File: src/rtl/vga_pixel_pipeline.sv
// Pixel path behind the VGA timing controller: frame-buffer read addressing, RGB332 expansion,
// sync/blank alignment and a double-buffer swap that only takes effect during vertical blank.
module vga_pixel_pipeline #(
    parameter int unsigned H_ACTIVE    = 640,
    parameter int unsigned V_ACTIVE    = 480,
    parameter int unsigned SCALE_SHIFT = 2,
    parameter int unsigned ADDR_W      = 16,
    parameter int unsigned RD_LAT      = 2
) (
    input  logic              clk,
    input  logic              rst,
    input  logic [12:0]       counterX,
    input  logic [12:0]       counterY,
    input  logic              h_sync_in,
    input  logic              v_sync_in,
    input  logic              blank_in,
    output logic              rd_en,
    output logic [ADDR_W-1:0] rd_addr,
    input  logic [7:0]        rd_data,
    input  logic              swap_req,
    output logic              swap_ack,
    output logic              fb_sel,
    output logic              frame_start,
    output logic [7:0]        VGA_R,
    output logic [7:0]        VGA_G,
    output logic [7:0]        VGA_B,
    output logic              H_SYNC_out,
    output logic              V_SYNC_out,
    output logic              BLANK_out
);
    localparam int unsigned LAT       = RD_LAT + 2;
    localparam int unsigned BUF_W     = H_ACTIVE >> SCALE_SHIFT;
    localparam int unsigned BUF_H     = V_ACTIVE >> SCALE_SHIFT;
    localparam int unsigned BUF_WORDS = BUF_W * BUF_H;

    localparam logic [12:0]       H_LIM      = 13'(H_ACTIVE);
    localparam logic [12:0]       V_LIM      = 13'(V_ACTIVE);
    localparam logic [ADDR_W-1:0] BUF_BASE   = ADDR_W'(BUF_WORDS);
    localparam logic [ADDR_W-1:0] LINE_WORDS = ADDR_W'(BUF_W);

    typedef enum logic [1:0] {StIdle, StPending, StAcked} swap_state_e;

    swap_state_e state_q, state_d;
    logic        toggle;
    logic        fb_sel_q;
    logic        swap_ack_q;
    logic        frame_start_q;

    logic              pix_active;
    logic              swap_point;
    logic [12:0]       x_scaled;
    logic [12:0]       y_scaled;
    logic [ADDR_W-1:0] addr_d;
    logic              rd_en_q;
    logic [ADDR_W-1:0] rd_addr_q;

    logic [RD_LAT-1:0] act_pipe_q;
    logic [LAT-1:0]    hs_pipe_q;
    logic [LAT-1:0]    vs_pipe_q;
    logic [LAT-1:0]    bl_pipe_q;
    logic [7:0]        r_q, g_q, b_q;

    // Out-of-range coordinates never fetch, even if blank_in claims active video.
    assign pix_active = blank_in && (counterX < H_LIM) && (counterY < V_LIM);
    assign swap_point = (counterX == '0) && (counterY == V_LIM);

    assign x_scaled = counterX >> SCALE_SHIFT;
    assign y_scaled = counterY >> SCALE_SHIFT;
    assign addr_d   = ADDR_W'(y_scaled) * LINE_WORDS + ADDR_W'(x_scaled)
                    + (fb_sel_q ? BUF_BASE : '0);

    // Stage A: read request; the address holds while idle.
    always_ff @(posedge clk or posedge rst) begin
        if (rst) begin
            rd_en_q   <= 1'b0;
            rd_addr_q <= '0;
        end else begin
            rd_en_q <= pix_active;
            if (pix_active) begin
                rd_addr_q <= addr_d;
            end
        end
    end

    // Stage B/C: track which read-data beats are real, then expand RGB332 to 8-bit channels.
    always_ff @(posedge clk or posedge rst) begin
        if (rst) begin
            act_pipe_q <= '0;
            r_q        <= '0;
            g_q        <= '0;
            b_q        <= '0;
        end else begin
            act_pipe_q[0] <= rd_en_q;
            for (int i = 1; i < int'(RD_LAT); i++) begin
                act_pipe_q[i] <= act_pipe_q[i-1];
            end
            if (act_pipe_q[RD_LAT-1]) begin
                r_q <= {rd_data[7:5], rd_data[7:5], rd_data[7:6]};
                g_q <= {rd_data[4:2], rd_data[4:2], rd_data[4:3]};
                b_q <= {4{rd_data[1:0]}};
            end else begin
                r_q <= '0;
                g_q <= '0;
                b_q <= '0;
            end
        end
    end

    always_ff @(posedge clk or posedge rst) begin
        if (rst) begin
            hs_pipe_q <= '1;
            vs_pipe_q <= '1;
            bl_pipe_q <= '0;
        end else begin
            hs_pipe_q[0] <= h_sync_in;
            vs_pipe_q[0] <= v_sync_in;
            bl_pipe_q[0] <= blank_in;
            for (int i = 1; i < int'(LAT); i++) begin
                hs_pipe_q[i] <= hs_pipe_q[i-1];
                vs_pipe_q[i] <= vs_pipe_q[i-1];
                bl_pipe_q[i] <= bl_pipe_q[i-1];
            end
        end
    end

    // Swap only at the first blank pixel after the last visible line, once per request.
    always_comb begin
        state_d = state_q;
        toggle  = 1'b0;
        unique case (state_q)
            StIdle: begin
                if (swap_req) begin
                    state_d = StPending;
                end
            end
            StPending: begin
                if (swap_point) begin
                    state_d = StAcked;
                    toggle  = 1'b1;
                end
            end
            StAcked: begin
                if (!swap_req) begin
                    state_d = StIdle;
                end
            end
            default: state_d = StIdle;
        endcase
    end

    always_ff @(posedge clk or posedge rst) begin
        if (rst) begin
            state_q       <= StIdle;
            fb_sel_q      <= 1'b0;
            swap_ack_q    <= 1'b0;
            frame_start_q <= 1'b0;
        end else begin
            state_q       <= state_d;
            fb_sel_q      <= fb_sel_q ^ toggle;
            swap_ack_q    <= toggle;
            frame_start_q <= (counterX == '0) && (counterY == '0);
        end
    end

    assign rd_en       = rd_en_q;
    assign rd_addr     = rd_addr_q;
    assign swap_ack    = swap_ack_q;
    assign fb_sel      = fb_sel_q;
    assign frame_start = frame_start_q;
    assign VGA_R       = r_q;
    assign VGA_G       = g_q;
    assign VGA_B       = b_q;
    assign H_SYNC_out  = hs_pipe_q[LAT-1];
    assign V_SYNC_out  = vs_pipe_q[LAT-1];
    assign BLANK_out   = bl_pipe_q[LAT-1];

endmodule

File: config.mk
export PLATFORM = sky130hd
export DESIGN_NAME = vga_pixel_pipeline
export DESIGN_NICKNAME = d
export VERILOG_FILES = /design/src/rtl/vga_pixel_pipeline.sv
export SDC_FILE = /design/constraint.sdc
export NUM_CORES = 1
export LEC_CHECK = 0
export CORE_ASPECT_RATIO = 1.4
export CORE_UTILIZATION = 30
export CTS_CLUSTER_DIAMETER = 50
export DETAILED_ROUTE_END_ITERATION = 12
export DONT_BUFFER_PORTS = 1
export PLACE_DENSITY = 0.51
export RECOVER_POWER = 100
export SLEW_MARGIN = 20
export SYNTH_ARGS = -nofsm -noshare
export SYNTH_HDL_FRONTEND = slang
export SYNTH_SLANG_ARGS = --single-unit
File: constraint.sdc
create_clock -name clk -period 2.8 [get_ports clk]
set_clock_uncertainty 0.05 [all_clocks]
set_input_delay 0.56 -clock clk [delete_from_list [all_inputs] [get_ports clk]]
set_output_delay 0.56 -clock clk [all_outputs]
set_load 0.005 [all_outputs]
==> impl_metrics.json <==
{
  "status": "finished, violations left",
  "violations": "capacitance limit, slew limit, setup timing",
  "clock-sinks": 44,
  "setup.worst_path.end_class": "register",
  "die_w_um": 79.27,
  "ys_seq_elements": 44,
  "min_period_ps": 3001,
  "synth_commonest_cells": "nand2_1 (38), dfrtp_1 (36), ha_1 (28), buf_4 (16), inv_1 (16)",
  "portBuffers": 0,
  "r2r_cells": 11,
  "synthTopCellsByArea": "dfrtp_1 (36%), ha_1 (14%), dfstp_2 (8.4%)",
  "grt_first_pass_wirelength_mm": 8.211,
  "via_per_inst": 4.739,
  "r2r_start": "fb_sel",
  "syn_area_per_cell_um2": 10.40,
  "syn-cell-area_mm2": 0.002507,
  "hp-class": "primary input to register",
  "path_clk_slew_ps": 60,
  "r2r_end": "rd_addr[11]",
  "setup.worst_path.start": "counterY[5]",
  "cp_max_fo": 4,
  "grt_pass1_vias": 1728,
  "use_met2_pct": 22.72,
  "fin_total_pwr_mw": 1.990,
  "met3_usage_pct": 2.963,
  "clock_latency_ps": 280,
  "dieArea_mm2": 0.008733,
  "worstMarginPinSlew_ps": 1652,
  "finalSetupViolCount": 4,
  "drive_gt1_share_pct": 24.02,
  "period_share_pct": 107.2,
  "maxSlewHeadroom_pct": -10.28,
  "numCtsBuffers": 5,
  "netlist_instances": 241,
  "grtUsageMet1_pct": 13.74,
  "nets": 325,
  "timing.hold.ws_ps": 215.5,
  "rsz0062_at_grt": "true",
  "seq_area_frac_synth_pct": 44.31,
  "p_leak_nw": 1.396,
  "cts_tree": "done",
  "io_pins": 87,
  "yosys_warnings": 0,
  "n_antenna_cell": 0,
  "drcViolationCount": 0,
  "arrival_ps": 3120,
  "firstDrtPassIters": 4,
  "start_util_pct": 30.77,
  "fmax_mhz": 333.3,
  "globalplace.congestion": 0.8215,
  "drt_wl_total_mm": 5.176,
  "hold_buffers": 0,
  "clockBufferDepth": 2,
  "slew_viol_final": 45,
  "synth-edff-count": 0,
  "rrSetupSlack_ps": 420,
  "async_reset_ff_share_pct": 100.0,
  "overflow": 0,
  "die_y_um": 110.2,
  "syn_to_final_growth_pct": 18.56,
  "yosysTopAreaCell": "dfrtp_1",
  "vias": 1687,
  "core-area_mm2": 0.008149,
  "antenna_found_initial": 0,
  "whs_path_depth": 0,
  "whs_endpoint": "hs_pipe_q[0]",
  "grt_usage_pct": 12.47,
  "yosys.area.top_type_share_pct": 35.93,
  "post-dp-hpwl_mm": 4.223,
  "cp-start-kind": "primary input",
  "ant_nets": 0,
  "dpl_worst_slack_ps": -515.8,
  "holdCritStartpoint": "h_sync_in",
  "hold_viol_final": 0,
  "synth.most_common_cell": "nand2_1",
  "wire_per_inst_um": 14.54,
  "critPathKind": "primary input to register",
  "synthDistinctLibCells": 43,
  "power_density_mw_per_mm2": 669.5,
  "max_cap_violations": 1,
  "drtIter0Drc": 34,
  "clock_tree.root_cell": "clkbuf_16",
  "htree_levels": 2,
  "ys.flop_type": "dfrtp_1",
  "peakVddDrop_v": 0.0003726,
  "synth_nets": 313,
  "grt_max_degree": 45,
  "crit_required_ps": 2920,
  "num_rows": 39,
  "top_usage_layer": "met2",
  "fin_ws_ps": -200.5,
  "post-route-util_pct": 36.48
}
cells in the final DEF (no fill, tap or decap), types with 3 or more instances in the layout:
cell and count:
nor4_1 7, dfrtp_1 36, o21ai_1 6, xnor2_1 9, o21ai_0 5, nor3_1 4
fa_1 4, nand2_1 38, and2_0 7, ha_1 22, clkbuf_16 5, dfstp_2 6
nor2_1 7, a21o_1 3, inv_1 15, ha_4 6, xnor2_2 3, buf_4 23
per-layer routing:
metal / wire (um) / vias up
met1: 2113 / 797
met2: 2726 / 56
met5: 0 / -
met4: 85 / 0
met3: 250 / 8
li1: - / 826
power by group:
group | switching (mW) | internal [mW]
Sequential | 0.0221 | 0.671
Combinational | 0.286 | 0.336
Clock | 0.251 | 0.424
repair_timing:
item	in CTS	in global routing
buffers inserted	2	1
pin swaps	8	10
resized for setup	3	13
setup endpoints to repair	5	6
per-stage QoR:
stage | std cells | area (um2) | setup TNS [ps]
after floorplan | 241 | 2569 | -1226
after global placement | 347 | 2721 | -2282
after detailed placement | 347 | 2721 | -2420
after CTS | 357 | 2924 | -617.9
after global routing | 356 | 2973 | -939.1
final | 356 | 2973 | -438.8
sequential cells by signal, summed over array words and instances, names as in the netlist:
| name | cells |
|---|---|
| frame_start | 1 |
| fb_sel | 1 |
| rd_addr | 16 |
| VGA_G | 3 |
| vs_pipe_q | 4 |
| VGA_B | 2 |
| bl_pipe_q | 4 |
| VGA_R | 3 |
| act_pipe_q | 2 |
| state_q | 2 |
| swap_ack | 1 |
| rd_en | 1 |
| hs_pipe_q | 4 |
cell families after synthesis:
logic type	Yosys count	synth area share, %
simple gates	79	15.62
fa+ha+maj	32	17.17
xor+xnor	14	4.890
flops	44	44.31
buf+inv	36	8.633
compound gates	35	8.982
mux	1	0.3992
how the worst max path moves through the flow:
| stage | slack (ps) | endpoint | depth (start not counted) |
|---|---|---|---|
| 2_1_floorplan | -510 | rd_addr[15] | 13 |
| 3_3_place_gp | -480 | rd_addr[15] | 13 |
| 3_5_place_dp | -520 | rd_addr[15] | 13 |
| 4_1_cts | -210 | rd_addr[15] | 13 |
| 5_1_grt | -300 | rd_addr[15] | 15 |
| 6_report | -200 | rd_addr[15] | 13 |
worst max-delay path: stages:
cell and delay, ps:
ha_4 260, ha_4 130, inv_2 30, fa_1 470, inv_1 50, fa_1 480
ha_4 290, o21ai_2 50, nor2_2 130, o22ai_2 100, or3b_1 370, xnor2_1 140
o21ai_1 70
cell type report:
type,instances,area (um2)
clock buffers,5,125.1
clock inverters,3,46.29
fillers,805,5176
inverters,17,65.06
multi-input cells,161,1314
flip-flops and latches,44,1111
well taps,102,127.6
repair buffers,24,183.9
Power figures use the tool's default switching activity.
